File: src/rtl/flags_pkg.sv
// Shared definitions for the EFLAGS update path: flag bit positions, source masks, the bit-op
// encoding, the interrupt-entry state encoding and the merge-source select.
package flags_pkg;

   localparam int unsigned CfBit   = 0;
   localparam int unsigned PfBit   = 2;
   localparam int unsigned AfBit   = 4;
   localparam int unsigned ZfBit   = 6;
   localparam int unsigned SfBit   = 7;
   localparam int unsigned TfBit   = 8;
   localparam int unsigned IfBit   = 9;
   localparam int unsigned DfBit   = 10;
   localparam int unsigned OfBit   = 11;
   localparam int unsigned IoplLo  = 12;
   localparam int unsigned IoplHi  = 13;
   localparam int unsigned NtBit   = 14;
   localparam int unsigned RfBit   = 16;
   localparam int unsigned VmBit   = 17;

   localparam logic [31:0] WritableMask = 32'h0003_7FD5;
   localparam logic [31:0] ForceOne     = 32'h0000_0002;
   localparam logic [31:0] AluMask      = 32'h0000_08D5;
   // Flags dropped from the image on interrupt entry (IF handled separately by the gate bit).
   localparam logic [31:0] IntClearMask = (32'd1 << TfBit) | (32'd1 << NtBit) |
                                          (32'd1 << RfBit) | (32'd1 << VmBit);

   typedef enum logic [2:0] {
      BitClc = 3'd0,
      BitStc = 3'd1,
      BitCmc = 3'd2,
      BitCld = 3'd3,
      BitStd = 3'd4,
      BitCli = 3'd5,
      BitSti = 3'd6
   } bit_op_e;

   typedef enum logic [1:0] {
      StIdle     = 2'd0,
      StIntSave  = 2'd1,
      StIntClear = 2'd2
   } int_state_e;

   typedef enum logic [1:0] {
      SrcAlu = 2'd0,
      SrcPop = 2'd1,
      SrcBit = 2'd2
   } src_e;

endpackage

File: src/rtl/flags_merge.sv
// Combinational image builder: picks the per-source mask and source bits, applies the privilege
// rules against the IOPL found in the merge base, and forms the reserved-bit-forced image.
//  src_i            source select (src_e)
//  base_i           merge base (in-flight write or current EFLAGS)
//  alu_*/pop_*/bit_op_i  per-source operands
//  protected_mode_i, cpl_i  privilege context
//  image_o          new EFLAGS image
//  priv_fault_o     CLI/STI refused at the current privilege level
module flags_merge
   import flags_pkg::*;
(
   input  logic [1:0]  src_i,
   input  logic [31:0] base_i,
   input  logic [31:0] alu_flags_i,
   input  logic [31:0] alu_mask_i,
   input  logic [31:0] pop_data_i,
   input  logic        pop_is_iret_i,
   input  logic [2:0]  bit_op_i,
   input  logic        protected_mode_i,
   input  logic [1:0]  cpl_i,
   output logic [31:0] image_o,
   output logic        priv_fault_o
);

   logic [31:0] mask;
   logic [31:0] src;
   logic [1:0]  iopl;
   logic        cpl_above_iopl;

   always_comb begin
      mask           = '0;
      src            = '0;
      priv_fault_o   = 1'b0;
      iopl           = base_i[IoplHi:IoplLo];
      cpl_above_iopl = protected_mode_i && (cpl_i > iopl);

      case (src_i)
         SrcAlu: begin
            mask = alu_mask_i & AluMask;
            src  = alu_flags_i;
         end
         SrcPop: begin
            src  = pop_data_i;
            mask = WritableMask & ~((32'd1 << VmBit) | (32'd1 << RfBit));
            if (protected_mode_i && (cpl_i != 2'd0)) begin
               mask[IoplHi:IoplLo] = 2'b00;
            end
            if (cpl_above_iopl) begin
               mask[IfBit] = 1'b0;
            end
            if (pop_is_iret_i) begin
               mask[RfBit] = 1'b1;
               if (protected_mode_i && (cpl_i == 2'd0)) begin
                  mask[VmBit] = 1'b1;
               end
            end
         end
         SrcBit: begin
            case (bit_op_e'(bit_op_i))
               BitClc: mask[CfBit] = 1'b1;
               BitStc: begin
                  mask[CfBit] = 1'b1;
                  src[CfBit]  = 1'b1;
               end
               BitCmc: begin
                  mask[CfBit] = 1'b1;
                  src[CfBit]  = ~base_i[CfBit];
               end
               BitCld: mask[DfBit] = 1'b1;
               BitStd: begin
                  mask[DfBit] = 1'b1;
                  src[DfBit]  = 1'b1;
               end
               BitCli, BitSti: begin
                  mask[IfBit]  = 1'b1;
                  src[IfBit]   = (bit_op_i == BitSti);
                  priv_fault_o = cpl_above_iopl;
               end
               default: ;
            endcase
         end
         default: ;
      endcase

      image_o = (((base_i & ~mask) | (src & mask)) & WritableMask) | ForceOne;
   end

endmodule

File: src/rtl/flags_update_controller.sv
// Single write master for EFLAGS. Grants one of interrupt entry, POPF/IRET, bit op or ALU update
// per cycle (in that priority, only when idle), registers the merged image towards flags_register
// and sequences the interrupt-entry save/clear.
//  clock, reset        clock and synchronous active-high reset
//  eflags              current EFLAGS; protected_mode/cpl privilege context
//  alu_*, pop_*, bit_*, int_*   request/operand/ack groups (acks are combinational grants)
//  saved_flags/valid/ack        image to push on interrupt entry
//  flags_we, flags_wdata        registered write port to flags_register
//  busy                         interrupt sequence in progress
module flags_update_controller
   import flags_pkg::*;
(
   input  logic        clock,
   input  logic        reset,
   input  logic [31:0] eflags,
   input  logic        protected_mode,
   input  logic [1:0]  cpl,
   input  logic        alu_req,
   input  logic [31:0] alu_flags,
   input  logic [31:0] alu_mask,
   output logic        alu_ack,
   input  logic        pop_req,
   input  logic [31:0] pop_data,
   input  logic        pop_is_iret,
   output logic        pop_ack,
   input  logic        bit_req,
   input  logic [2:0]  bit_op,
   output logic        bit_ack,
   output logic        bit_fault,
   input  logic        int_req,
   input  logic        int_gate,
   output logic        int_ack,
   output logic [31:0] saved_flags,
   output logic        saved_valid,
   input  logic        saved_ack,
   output logic        flags_we,
   output logic [31:0] flags_wdata,
   output logic        busy
);

   int_state_e  state_q, state_d;
   logic        flags_we_q, flags_we_d;
   logic [31:0] flags_wdata_q, flags_wdata_d;
   logic [31:0] saved_flags_q, saved_flags_d;
   logic        saved_valid_q, saved_valid_d;
   logic        gate_q, gate_d;

   logic [31:0] base;
   logic [1:0]  src_sel;
   logic [31:0] image;
   logic        priv_fault;

   // A write issued last cycle has not reached flags_register yet; merge on top of it.
   assign base    = flags_we_q ? flags_wdata_q : eflags;
   assign src_sel = pop_req ? SrcPop : (bit_req ? SrcBit : SrcAlu);

   flags_merge u_merge (
      .src_i            (src_sel),
      .base_i           (base),
      .alu_flags_i      (alu_flags),
      .alu_mask_i       (alu_mask),
      .pop_data_i       (pop_data),
      .pop_is_iret_i    (pop_is_iret),
      .bit_op_i         (bit_op),
      .protected_mode_i (protected_mode),
      .cpl_i            (cpl),
      .image_o          (image),
      .priv_fault_o     (priv_fault)
   );

   always_comb begin
      state_d       = state_q;
      flags_we_d    = 1'b0;
      flags_wdata_d = flags_wdata_q;
      saved_flags_d = saved_flags_q;
      saved_valid_d = saved_valid_q;
      gate_d        = gate_q;
      int_ack       = 1'b0;
      pop_ack       = 1'b0;
      bit_ack       = 1'b0;
      bit_fault     = 1'b0;
      alu_ack       = 1'b0;

      case (state_q)
         StIdle: begin
            if (int_req) begin
               int_ack       = 1'b1;
               saved_flags_d = base;
               saved_valid_d = 1'b1;
               gate_d        = int_gate;
               state_d       = StIntSave;
            end else if (pop_req) begin
               pop_ack       = 1'b1;
               flags_we_d    = 1'b1;
               flags_wdata_d = image;
            end else if (bit_req) begin
               bit_ack = 1'b1;
               if (priv_fault) begin
                  bit_fault = 1'b1;
               end else begin
                  flags_we_d    = 1'b1;
                  flags_wdata_d = image;
               end
            end else if (alu_req) begin
               alu_ack       = 1'b1;
               flags_we_d    = 1'b1;
               flags_wdata_d = image;
            end
         end
         StIntSave: begin
            if (saved_ack) begin
               saved_valid_d = 1'b0;
               state_d       = StIntClear;
            end
         end
         StIntClear: begin
            flags_we_d    = 1'b1;
            flags_wdata_d = (saved_flags_q & ~IntClearMask &
                             ~(gate_q ? (32'd1 << IfBit) : 32'd0)) | ForceOne;
            state_d       = StIdle;
         end
         default: state_d = StIdle;
      endcase
   end

   always_ff @(posedge clock) begin
      if (reset) begin
         state_q       <= StIdle;
         flags_we_q    <= 1'b0;
         flags_wdata_q <= '0;
         saved_flags_q <= '0;
         saved_valid_q <= 1'b0;
         gate_q        <= 1'b0;
      end else begin
         state_q       <= state_d;
         flags_we_q    <= flags_we_d;
         flags_wdata_q <= flags_wdata_d;
         saved_flags_q <= saved_flags_d;
         saved_valid_q <= saved_valid_d;
         gate_q        <= gate_d;
      end
   end

   assign flags_we    = flags_we_q;
   assign flags_wdata = flags_wdata_q;
   assign saved_flags = saved_flags_q;
   assign saved_valid = saved_valid_q;
   assign busy        = (state_q != StIdle);

endmodule

File: config.mk
export PLATFORM = sky130hd
export DESIGN_NAME = flags_update_controller
export DESIGN_NICKNAME = d
export VERILOG_FILES = /design/src/rtl/flags_pkg.sv /design/src/rtl/flags_merge.sv /design/src/rtl/flags_update_controller.sv
export SDC_FILE = /design/constraint.sdc
export NUM_CORES = 1
export LEC_CHECK = 0
export CORE_MARGIN = 3
export CORE_UTILIZATION = 45
export CTS_CLUSTER_DIAMETER = 120
export DETAILED_ROUTE_END_ITERATION = 7
export DONT_BUFFER_PORTS = 1
export PLACE_DENSITY = 0.67
export SKIP_CTS_REPAIR_TIMING = 1
export SYNTH_ARGS = -nofsm -noshare
export SYNTH_HDL_FRONTEND = slang
export SYNTH_HIERARCHICAL = 1
export SYNTH_SLANG_ARGS = --single-unit
File: constraint.sdc
create_clock -name clock -period 3.7 [get_ports clock]
set_input_delay 0.37 -clock clock [delete_from_list [all_inputs] [get_ports clock]]
set_output_delay 0.37 -clock clock [all_outputs]
set_load 0.02 [all_outputs]
==> flow_metrics.py <==
metrics = {
    "run_status": {
        "outcome": "completed",
    },
    "sta": {
        "hold_viol": 0,
        "rsz0062_at_grt": "no",
        "setup_viol": 0,
        "drv_slew": 0,
        "slew_headroom_pct": 29.9,
        "finalClockSkew_ns": 0.00948,
        "worstMarginPinSlew_ns": 1.05,
        "final.min_clock_period_ns": 2.91,
        "fin_crit_sh_pct": 78.8,
        "tns_ns": 0,
        "fmax_mhz": 343,
    },
    "grt": {
        "overflow": 0,
        "grt_use_met1_pct": 22.5,
        "antenna_found_initial": 0,
        "met2_usage_pct": 32.3,
        "grt_max_degree": 41,
        "grt_pass1_wl_um": 14900,
        "use_met3_pct": 6.60,
        "grt_usage_pct": 19.3,
        "grt_busiest_layer": "met2",
        "grt_pass1_vias": 2922,
    },
    "floorplan": {
        "core_region_area_um2": 7930,
        "fp.dieW_um": 97.5,
        "rows": 32,
        "die_area_um2": 9500,
        "start_util_pct": 47.5,
        "io_pins": 215,
        "chipHeight_um": 97.5,
    },
    "placed_design": {
        "globalplace.congestion": 0.817,
        "dp_hpwl_um": 6470,
        "place_inst": 494,
        "portBuffers": 0,
    },
    "yosys": {
        "yosysUniqueCellTypes": 44,
        "yosysMostFrequentCell": "dfxtp_1",
        "synth_edf_count": 0,
        "syn_area_per_cell_um2": 9.09,
        "postSynthCellCount": 414,
        "synth.top_cells.by_count": "dfxtp_1 (69), mux2i_1 (65), nand2_1 (49)",
        "yosysTopAreaCell": "dfxtp_1",
        "synth-main-ff-cell": "dfxtp_1",
        "synth_warnings": 6,
        "synth_area_leaders": "dfxtp_1 (37%), mux2i_1 (17%), mux2_2 (7.2%), nand2_1 (4.9%), nor2_1 (4.3%)",
        "yosysSeqAreaShare_pct": 36.7,
        "synth_seq_cells": 69,
        "synthArstFlopShare_pct": 0,
        "syn-cell-area_um2": 3760,
        "synth_top_cell_area_share_pct": 36.7,
    },
    "worst_setup_path": {
        "r2r-start": "flags_we",
        "startpoint_type": "flip-flop",
        "critical_path.max_stage_delay_ns": 0.48,
        "worstPathRequired_ns": 3.91,
        "reg2reg_depth": 11,
        "crit_path_end_kind": "flip-flop",
        "r2r-end": "flags_wdata[11]",
        "worst-r2r-setup-slack_ns": 0.79,
        "critical_path_class": "flip-flop to flip-flop",
        "cp_max_fo": 17,
        "arrival_ns": 3.13,
        "cp_num_buf_inv": 2,
        "crit_slowest_cell": "dfxtp_2",
        "cp_top_family": "simple AND/OR/NAND/NOR gates",
        "path_cells": "mux2_2 > inv_1 > ha_1 > nand2_1 > o211ai_1 > nor3b_1 > nor2b_1 > o31ai_4 > buf_4 > mux2i_1 > o21ai_1",
    },
    "detailed_routing": {
        "viasPerCell": 5.50,
        "drtIter0Drc": 48,
        "wl_um": 9110,
        "num_vias": 2796,
        "drtPass1Iterations": 4,
        "drtAntennaViolNets": 0,
        "route.detailed.drc": 0,
        "routedWlPerCell_um": 17.9,
    },
    "layout": {
        "multiInputGateArea_um2": 2130,
        "final_nets": 552,
        "area_delta_synth_final_pct": 2.93,
        "area.sequential_um2": 1380,
        "num_antenna_cells": 0,
        "layout-drive-gt1-share_pct": 11.6,
        "layout.cells.non_filler": 508,
        "fillerInstances": 772,
    },
    "clock_network": {
        "clock_path_buffers": 2,
        "clock_latency_ns": 0.33,
        "cts_num_sinks": 69,
        "cts_made_buffers": 9,
        "cts_tree": "built",
        "root_buffer": "clkbuf_8",
        "htree_levels": 3,
        "clk_pin_slew_ns": 0.07,
    },
    "power": {
        "p_leak_nw": 1.64,
        "power.density_nw_per_um2": 445,
        "finalPower_mw": 1.72,
        "vdd_ir_drop_max_mv": 0.174,
    },
    "worst_hold_path": {
        "min_from": "reset",
        "min_to": "saved_flags[17]",
        "hold_path.class": "input port to flip-flop",
        "hold_path_depth": 1,
    },
    "flow_run": {
        "maxCapViolations": 0,
    },
}
## layout by cell type, fill, tap and decap left out, drive strengths merged, types with 2 or more instances in the layout
cell and count:
dfxtp 69, mux2i 65, nand2 49, nor2 45
o21ai 33, mux2 33, conb 18, a21oi 13
clkbuf 12, o211ai 11, inv 8, ha 6
nor2b 5, buf 5, nor3b 3, nand2b 3
o31ai 3, nor3 2, a211oi 2, clkinv 2
a31oi 2, nand4 2
## power breakdown
part / total [mW] / leakage (nW) / internal [mW] / switching, mW
registers: 0.915 / 0.566 / 0.798 / 0.117
clock network: 0.533 / 0.0881 / 0.271 / 0.262
logic: 0.274 / 0.984 / 0.129 / 0.145
## layout make-up
cell class / instances / share of cell area (%)
Multi-Input combinational cell: 310 / 55.0
Sequential cell: 69 / 35.7
Clock buffer: 12 / 4.01
Tap cell: 102 / 3.29
Timing Repair Buffer: 5 / 0.969
Inverter: 8 / 0.775
Clock inverter: 2 / 0.258
## metrics by stage
step	utilization [%]	cell area (µm²)	hold slack, ns	worst slack (ns)
after global routing	48.9	3870	0.0715	0.535
after floorplan	-	3820	0.451	0.828
final	48.9	3870	0.100	0.785
after global placement	46.8	3710	0.446	0.816
after detailed placement	46.8	3710	0.447	0.759
after CTS	48.9	3870	0.0795	0.749
## sequential cells by signal, indices dropped and copies added (netlist names)
register     flops
gate_q           1
saved_flags     32
flags_we         1
flags_wdata     32
state_q          2
saved_valid      1
## layer usage
layer  vias to the layer above  wire (µm)
met3                        17        698
li1                       1379          -
met5                         -          0
met2                       102       4420
met4                         0        189
met1                      1298       3800
## cell families (layout without fill, tap and decap cells)
kind of cell             Yosys count  after routing  synth area share [%]
flip-flops                        69             69                  36.7
buffers and inverters             51             27                  8.28
other                              2             18                 0.200
AND/OR/NAND/NOR                  116            116                  13.8
AO/OA/AOI/OAI                     71             71                  11.6
multiplexers                      98             98                  27.2
XOR/XNOR                           1              1                 0.233
adder cells (fa/ha/maj)            6              6                  1.99
## worst max path at each step
stage | start | end | slack [ns] | depth (start not counted)
finish | flags_we | flags_wdata[11] | 0.79 | 11
global route | flags_we | flags_wdata[9] | 0.53 | 11
CTS | flags_we | flags_wdata[0] | 0.75 | 11
detailed placement | flags_we | flags_wdata[12] | 0.76 | 11
floorplan | flags_we | flags_wdata[1] | 0.83 | 13
global placement | flags_we | flags_wdata[11] | 0.82 | 11
Power figures use the tool's default switching activity.
